## config.mk

```make
export PLATFORM = sky130hd
export DESIGN_NAME = border_row_sequencer
export DESIGN_NICKNAME = d
export VERILOG_FILES = /design/src/rtl/border_row_sequencer.sv
export SDC_FILE = /design/constraint.sdc
export NUM_CORES = 1
export LEC_CHECK = 0
export CORE_ASPECT_RATIO = 0.8
export CORE_MARGIN = 3
export CORE_UTILIZATION = 45
export DETAILED_ROUTE_END_ITERATION = 8
export PLACE_DENSITY = 0.74
export SLEW_MARGIN = 20
export SYNTH_ARGS = -nofsm -noshare
export SYNTH_HDL_FRONTEND = slang
export SYNTH_SLANG_ARGS = --single-unit
```

## constraint.sdc

```tcl
create_clock -name clk -period 4.65 [get_ports clk]
set_clock_uncertainty 0.2 [all_clocks]
set_input_delay 1.1625 -clock clk [delete_from_list [all_inputs] [get_ports clk]]
set_output_delay 1.1625 -clock clk [all_outputs]
set_load 0.05 [all_outputs]
```

## src/rtl/border_row_sequencer.sv

```systemverilog
// Row sequencer for a 3-row line-buffer filter: streams pixels into three
// rotating line buffers and issues per-row process commands with replicated borders.
module border_row_sequencer #(
  parameter int WIDTH  = 320,
  parameter int HEIGHT = 240
) (
  input  logic       clk,
  input  logic       rst_n,
  input  logic       frame_start,
  input  logic       pix_valid,
  output logic       pix_ready,
  output logic       wr_en,
  output logic [1:0] wr_buf,
  output logic [8:0] wr_addr,
  output logic [1:0] sel_top,
  output logic [1:0] sel_mid,
  output logic [1:0] sel_bot,
  output logic       proc_start,
  output logic [7:0] proc_row,
  input  logic       proc_done,
  output logic       busy,
  output logic       frame_done
);

  typedef enum logic [1:0] {IDLE = 2'd0, FILL = 2'd1, PROC = 2'd2, DONE = 2'd3} state_t;

  localparam logic [8:0] X_LAST   = 9'(WIDTH - 1);
  localparam logic [8:0] ROWS_ALL = 9'(HEIGHT);
  localparam logic [7:0] ROW_LAST = 8'(HEIGHT - 1);

  state_t     state_r;
  logic [8:0] x_r;
  logic [8:0] rows_in_r;
  logic [7:0] out_row_r;
  logic [1:0] wbuf_r;
  logic [1:0] omod_r;
  logic       pix_ready_r;
  logic       proc_start_r;
  logic       busy_r;
  logic       frame_done_r;
  logic [1:0] sel_top_r;
  logic [1:0] sel_mid_r;
  logic [1:0] sel_bot_r;
  logic [7:0] proc_row_r;

  logic       accept_s;
  logic [7:0] next_row_s;
  logic [1:0] next_mod_s;

  function automatic logic [1:0] mod3_inc(input logic [1:0] m);
    case (m)
      2'd0:    return 2'd1;
      2'd1:    return 2'd2;
      default: return 2'd0;
    endcase
  endfunction

  function automatic logic [1:0] mod3_dec(input logic [1:0] m);
    case (m)
      2'd1:    return 2'd0;
      2'd2:    return 2'd1;
      default: return 2'd2;
    endcase
  endfunction

  // Rows that must be resident before output row r can run (below-row clamped at the frame end).
  function automatic logic [8:0] rows_needed(input logic [7:0] r);
    logic [8:0] r2;
    r2 = {1'b0, r} + 9'd2;
    if (r2 > ROWS_ALL) return ROWS_ALL;
    else               return r2;
  endfunction

  // {top, mid, bot} buffer indices for row r whose buffer is m; edges reuse the mid buffer.
  function automatic logic [5:0] sel_for(input logic [7:0] r, input logic [1:0] m);
    logic [1:0] t;
    logic [1:0] b;
    t = (r == 8'd0)     ? m : mod3_dec(m);
    b = (r == ROW_LAST) ? m : mod3_inc(m);
    return {t, m, b};
  endfunction

  assign accept_s   = pix_valid & pix_ready_r;
  assign next_row_s = out_row_r + 8'd1;
  assign next_mod_s = mod3_inc(omod_r);

  assign pix_ready  = pix_ready_r;
  assign wr_en      = accept_s;
  assign wr_buf     = wbuf_r;
  assign wr_addr    = x_r;
  assign sel_top    = sel_top_r;
  assign sel_mid    = sel_mid_r;
  assign sel_bot    = sel_bot_r;
  assign proc_start = proc_start_r;
  assign proc_row   = proc_row_r;
  assign busy       = busy_r;
  assign frame_done = frame_done_r;

  // Frame sequencing FSM with all command outputs registered.
  always_ff @(posedge clk or negedge rst_n) begin
    if (!rst_n) begin
      state_r      <= IDLE;
      x_r          <= 9'd0;
      rows_in_r    <= 9'd0;
      out_row_r    <= 8'd0;
      wbuf_r       <= 2'd0;
      omod_r       <= 2'd0;
      pix_ready_r  <= 1'b0;
      proc_start_r <= 1'b0;
      busy_r       <= 1'b0;
      frame_done_r <= 1'b0;
      sel_top_r    <= 2'd0;
      sel_mid_r    <= 2'd0;
      sel_bot_r    <= 2'd0;
      proc_row_r   <= 8'd0;
    end else begin
      case (state_r)
        IDLE: begin
          if (frame_start) begin
            x_r         <= 9'd0;
            rows_in_r   <= 9'd0;
            out_row_r   <= 8'd0;
            wbuf_r      <= 2'd0;
            omod_r      <= 2'd0;
            pix_ready_r <= 1'b1;
            busy_r      <= 1'b1;
            state_r     <= FILL;
          end
        end
        FILL: begin
          if (accept_s) begin
            if (x_r == X_LAST) begin
              x_r       <= 9'd0;
              rows_in_r <= rows_in_r + 9'd1;
              wbuf_r    <= mod3_inc(wbuf_r);
              if ((rows_in_r + 9'd1) == rows_needed(out_row_r)) begin
                state_r      <= PROC;
                pix_ready_r  <= 1'b0;
                proc_start_r <= 1'b1;
                {sel_top_r, sel_mid_r, sel_bot_r} <= sel_for(out_row_r, omod_r);
                proc_row_r   <= out_row_r;
              end
            end else begin
              x_r <= x_r + 9'd1;
            end
          end
        end
        PROC: begin
          proc_start_r <= 1'b0;
          // A done coinciding with the start pulse belongs to the previous command and is dropped.
          if (proc_done && !proc_start_r) begin
            if (out_row_r == ROW_LAST) begin
              state_r      <= DONE;
              frame_done_r <= 1'b1;
              {sel_top_r, sel_mid_r, sel_bot_r} <= 6'd0;
              proc_row_r   <= 8'd0;
            end else begin
              out_row_r <= next_row_s;
              omod_r    <= next_mod_s;
              if (rows_in_r >= rows_needed(next_row_s)) begin
                proc_start_r <= 1'b1;
                {sel_top_r, sel_mid_r, sel_bot_r} <= sel_for(next_row_s, next_mod_s);
                proc_row_r   <= next_row_s;
              end else begin
                state_r     <= FILL;
                pix_ready_r <= 1'b1;
                {sel_top_r, sel_mid_r, sel_bot_r} <= 6'd0;
                proc_row_r  <= 8'd0;
              end
            end
          end
        end
        DONE: begin
          frame_done_r <= 1'b0;
          busy_r       <= 1'b0;
          state_r      <= IDLE;
        end
        default: begin
          state_r      <= IDLE;
          pix_ready_r  <= 1'b0;
          proc_start_r <= 1'b0;
          busy_r       <= 1'b0;
          frame_done_r <= 1'b0;
          {sel_top_r, sel_mid_r, sel_bot_r} <= 6'd0;
          proc_row_r   <= 8'd0;
        end
      endcase
    end
  end

endmodule

```

Yosys cells after proc, flatten, opt, wreduce, memory -nomap -nowiden:

Cells that the tools add are included.

* equal/unequal tests: 21
* add/subtract/negate cells: 5
* reduce and logical (&&, ||, !) cells: 24
* bitwise gates (word level): 1
* order comparisons: 3
* mux-type cells: 89

Operators with widths (count)
* $mux 9: 13
* $mux 8: 9
* $mux 2: 33
* $pmux 2 s2: 10
* $pmux 9 s2: 2
* $pmux 8 s2: 2
* $add 8x2->9 const B: 2
* $add 9x1->9 const B: 2
* $gt 9x8->1 const B: 2
* $eq 8x8->1 const B: 2
* $logic_not 8->1: 2
* $ne 2x2->1 const B: 8
* $mux 1: 15
* $reduce_and 4->1: 3
* $reduce_bool 2->1: 5
* $eq 9x9->1: 1
* $eq 9x9->1 const B: 1
* $ge 9x9->1: 1
* $reduce_and 3->1: 3
* $add 8x1->8 const B: 1
* $eq 2x1->1 const B: 4
* $eq 2x2->1 const B: 4
* $logic_not 2->1: 4
* $pmux 2 s4: 1
* 11 further kinds: 13

* bits in registers: 50
* output and inout bits: 30
* logic and storage cells: 157

Logic depth before layout (Yosys ltp):

* word-level depth: 12
* gate-level depth with buffers: 22
* mapped depth without buffers: 20

Least setup slack after synthesis:

No wires, ideal clock.

* kind: register to register
* start: register out_row_r[0]
* end: register proc_row_r[1], in the netlist proc_row[1]
* arrival time: 3.941 ns
* cell stages (with the launch flop): 23
* period minus slack after synthesis: 4.266 ns
* data required time: 4.325 ns
* path slack: 0.384 ns
* library setup time: 0.125 ns
* cells stage by stage: dfrtp_1 -> clkbuf_1 -> inv_1 -> ha_1 -> ha_1 -> inv_1 -> nand2_1 -> nor3_1 -> a311oi_1 -> nor2_1 -> o22a_1 -> nor2_1 -> nor2_1 -> ha_1 -> nand2b_1 -> a21o_1 -> a21oi_1 -> o21ai_0 -> a21oi_1 -> or2_2 -> clkbuf_1 -> o22ai_1 -> mux2_4

* word-level cells in the longest chain between the ends: 12
* elaborated cells on any way between the ends: 22

Ends and longest elaborated chain
* start: declaration: RTL line 34 `logic [7:0] out_row_r;`
* start signal: assignment: RTL line 158 `out_row_r <= next_row_s;`
* $add 8x1->8: RTL line 84 `assign next_row_s = out_row_r + 8'd1;`
* $add 8x2->9: RTL line 69 `r2 = {1'b0, r} + 9'd2;`
* $gt 9x8->1: RTL line 70 `if (r2 > ROWS_ALL) return ROWS_ALL;`
* $mux 9: RTL line 70
* $mux 9: RTL line 152 `if (out_row_r == ROW_LAST) begin`
* $mux 9: RTL line 151 `if (proc_done && !proc_start_r) begin`
* $mux 9: RTL line 117 `case (state_r)`
* $ge 9x9->1: RTL line 160 `if (rows_in_r >= rows_needed(next_row_s)) begin`
* $mux 8: RTL line 160
* $mux 8: RTL line 152
* $mux 8: RTL line 151
* $pmux 8 s2: RTL line 117
* end signal: assignment: RTL line 141 `proc_row_r <= out_row_r;`
* end signal: assignment: RTL line 163 `proc_row_r <= next_row_s;`
* end: declaration: RTL line 44 `logic [7:0] proc_row_r;`

Several ways; a longest one is shown, not always the timed one. The select of a mux whose other input is x is not followed.
A chain may end at the register's enable or synchronous reset.

Worst setup path in the final report:

Ends and elaborated chain as after synthesis.

==> impl_metrics.yaml <==
synth:
  synth_async_sr_flop_share: 1.00
  yosysSeqAreaShare: 0.317
  syn_inst: 461
  yosysTopAreaCell: "dfrtp_1"
  synth_area_um2: 3950
  synth_warnings: 0
  syn-num-nets: 490
  yosysUniqueCellTypes: 65
  synth_top_flop_cell: "dfrtp_1"
  ys_ff_latch: 50
  synthTopCellsByArea: "dfrtp_1 (32%), ha_1 (7.6%), nand2_1 (5.7%)"
  synth_edf_count: 0
  synth.avg_cell_area_um2: 8.57
  synth_top_area_share: 0.317
sta:
  drv_slew: 0
  setup_viol: 0
  finalSetupTns_ps: 0
  grt_setup_unrepaired: "no"
  fmax_mhz: 231
  timing.final.ws_setup_ps: 320
  holdWs_ps: 309
  hold_violations: 0
  tightest_slew_ps: 965
  relSlewSlack: 0.355
  fin_crit_ps: 4330
  fin_crit_sh: 0.931
route:
  num_vias: 3646
  drtIter0Drc: 268
  dr.pass1.iters: 5
  avgRoutedWirePerCell_um: 17.1
  drc: 0
  wl_um: 10300
  ant_nets: 0
  viasPerCell: 6.07
run_status:
  outcome: "finished, final reports clean"
floorplan:
  rows: 29
  die_width_um: 111
  chipHeight_um: 89.8
  pin_count: 35
  start_util: 0.480
  die-area_um2: 9950
  core-area_um2: 8240
hold_path:
  hold_path_depth: 1
  hold_start: "wr_buf[1]"
  hold_class: "flop to flop"
  min_delay_worst_endpoint: "wr_buf[0]"
cells_and_area:
  final_cells: 601
  stdcell_area_um2: 4500
  fin_util: 0.547
  drive_above_1_share: 0.130
  fill_cells: 742
  antennaDiodeCount: 0
  syn2layout_area_growth_pct: 14.0
  nNetsFinal: 522
worst_setup_path:
  required_ps: 4650
  r2r-end: "proc_row[1]"
  ff2ff_setup_slack_ps: 320
  rr_startpoint: "out_row_r[0]"
  start_kind: "flop"
  crit_type: "flop to flop"
  crit_arrival_ps: 4330
  cp_max_fo: 8
  crit_chain: "inv_1, ha_1, ha_1, inv_1, nand2_1, nor3_1, a311oi_1, nor2_1, o22a_1, nor2_1, nor2_1, ha_1, nand2b_1, a21o_1, a21oi_1, o21ai_0, a21oi_1, buf_4, or2_2, o22ai_1, mux2_4"
  slowest_delay_ps: 460
  endpoint_kind: "flop"
  worst_path_max_delay_cell: "dfrtp_2"
  rr_worst_depth: 21
clocking:
  postCtsHoldBufs: 0
  clock_path_buffers: 2
  tritoncts: "done"
  h-tree-depth: 2
  cts.sinks: 50
  path_clk_slew_ps: 100
  cts_buffers: 5
  clock_latency_ps: 310
  cts_root_buffer: "clkbuf_8"
global_routing:
  grt_start_max_net_pins: 51
  overflow: 0
  grt_pass1_wl_um: 17200
  grt_pass1_vias: 3472
  grt_usage: 0.205
  antenna_found_initial: 0
placement:
  placed_area_um2: 4400
  pre_cts_ws_ps: 200
  dpl.hpwl_um: 7560
  placed_cells: 593
  gp_congestion: 0.945
  portBuffers: 34
job:
  maxCapViolCount: 0
power_and_ir_drop:
  power_density_nw_per_um2: 318
  power_leakage_nw: 1.89
  irDropWorstVdd_mv: 0.366
  power_mw: 1.43
-- where the power goes --
part | internal, mW | switching [mW] | leakage [nW]
Clock | 0.104 | 0.155 | 0.0444
Combinational | 0.228 | 0.380 | 1.20
Sequential | 0.488 | 0.0762 | 0.649
-- state kept, by name, indices dropped and copies added (netlist names) --
register,cells
busy,1
frame_done,1
omod_r,2
out_row_r,8
pix_ready,1
proc_row,8
proc_start,1
rows_in_r,9
sel_bot,2
sel_mid,2
sel_top,2
state_r,2
wr_addr,9
wr_buf,2
-- cell usage after synthesis (all sizes together) (14+ instances only) --
cell type  count
a21oi         20
nand3         21
o21ai         37
nand2         61
dfrtp         50
nor2          38
o31ai         17
mux2          17
xnor2         15
ha            24
inv           14
-- per-layer routing --
metal	part of all wire	up-vias	track usage
met5	0	-	0
met4	0.010	0	0.0492
met3	0.059	16	0.0289
met2	0.45	123	0.322
met1	0.48	1781	0.297
li1	-	1726	-
-- how the worst max path moves through the flow --
stage                 startpoint          end  slack, ps  depth (start not counted)
floorplan           out_row_r[0]  proc_row[1]        380                         22
global placement    out_row_r[0]  proc_row[1]        480                         20
detailed placement  out_row_r[0]   sel_mid[1]        200                         20
CTS                 out_row_r[0]   sel_mid[1]        130                         19
global route        out_row_r[0]   sel_mid[1]         10                         21
finish              out_row_r[0]  proc_row[1]        320                         21
-- final cells by class --
class / count / area [um^2] / area share
Tap cell: 108 / 135 / 0.0300
Clock buffer: 5 / 68.8 / 0.0153
Multi-Input combinational cell: 373 / 2530 / 0.562
Sequential cell: 50 / 1250 / 0.278
Timing Repair Buffer: 49 / 448 / 0.0995
Inverter: 14 / 52.6 / 0.0117
Clock inverter: 2 / 13.8 / 0.00306
-- cell usage in the layout, fill, tap and decap left out, types with 6 or more instances in the layout --
master and n:
nand2b_1 10, a31oi_1 11, nor3_1 6, o21ai_0 37
nand4_1 7, clkdlybuf4s50_1 33, a21o_1 6, mux2_4 10
or3_1 7, dfrtp_1 48, o31ai_1 16, nand2_1 60
mux2_2 7, xnor2_1 15, nand3_1 19, nor2_1 38
ha_1 23, buf_4 15, a21oi_1 19, inv_1 12
xor2_1 8
-- what timing repair did --
item / 4_1_cts / 5_1_grt
endpoints found under the setup margin: 0 / 14
resized for setup: 0 / 5
buffers inserted: 0 / 1
-- cell families after synthesis --
family | count (synthesis) | synth area share
compound gates | 122 | 0.208
xor+xnor | 24 | 0.0532
fa+ha+maj | 24 | 0.0760
buf+inv | 38 | 0.0453
flops | 50 | 0.317
mux | 20 | 0.0655
other cells | 1 | 0.000949
simple gates | 182 | 0.234
-- worst max-delay path: cells and delay by family, from the launching register on --
kind | cells | cell delay, ps
and+or+nand+nor | 7 | 730
adders and majority gates | 3 | 970
muxes | 1 | 300
AOI/OAI and AO/OA | 7 | 1190
buffers and inverters | 3 | 340
DFF | 1 | 460
Power figures use the tool's default switching activity.
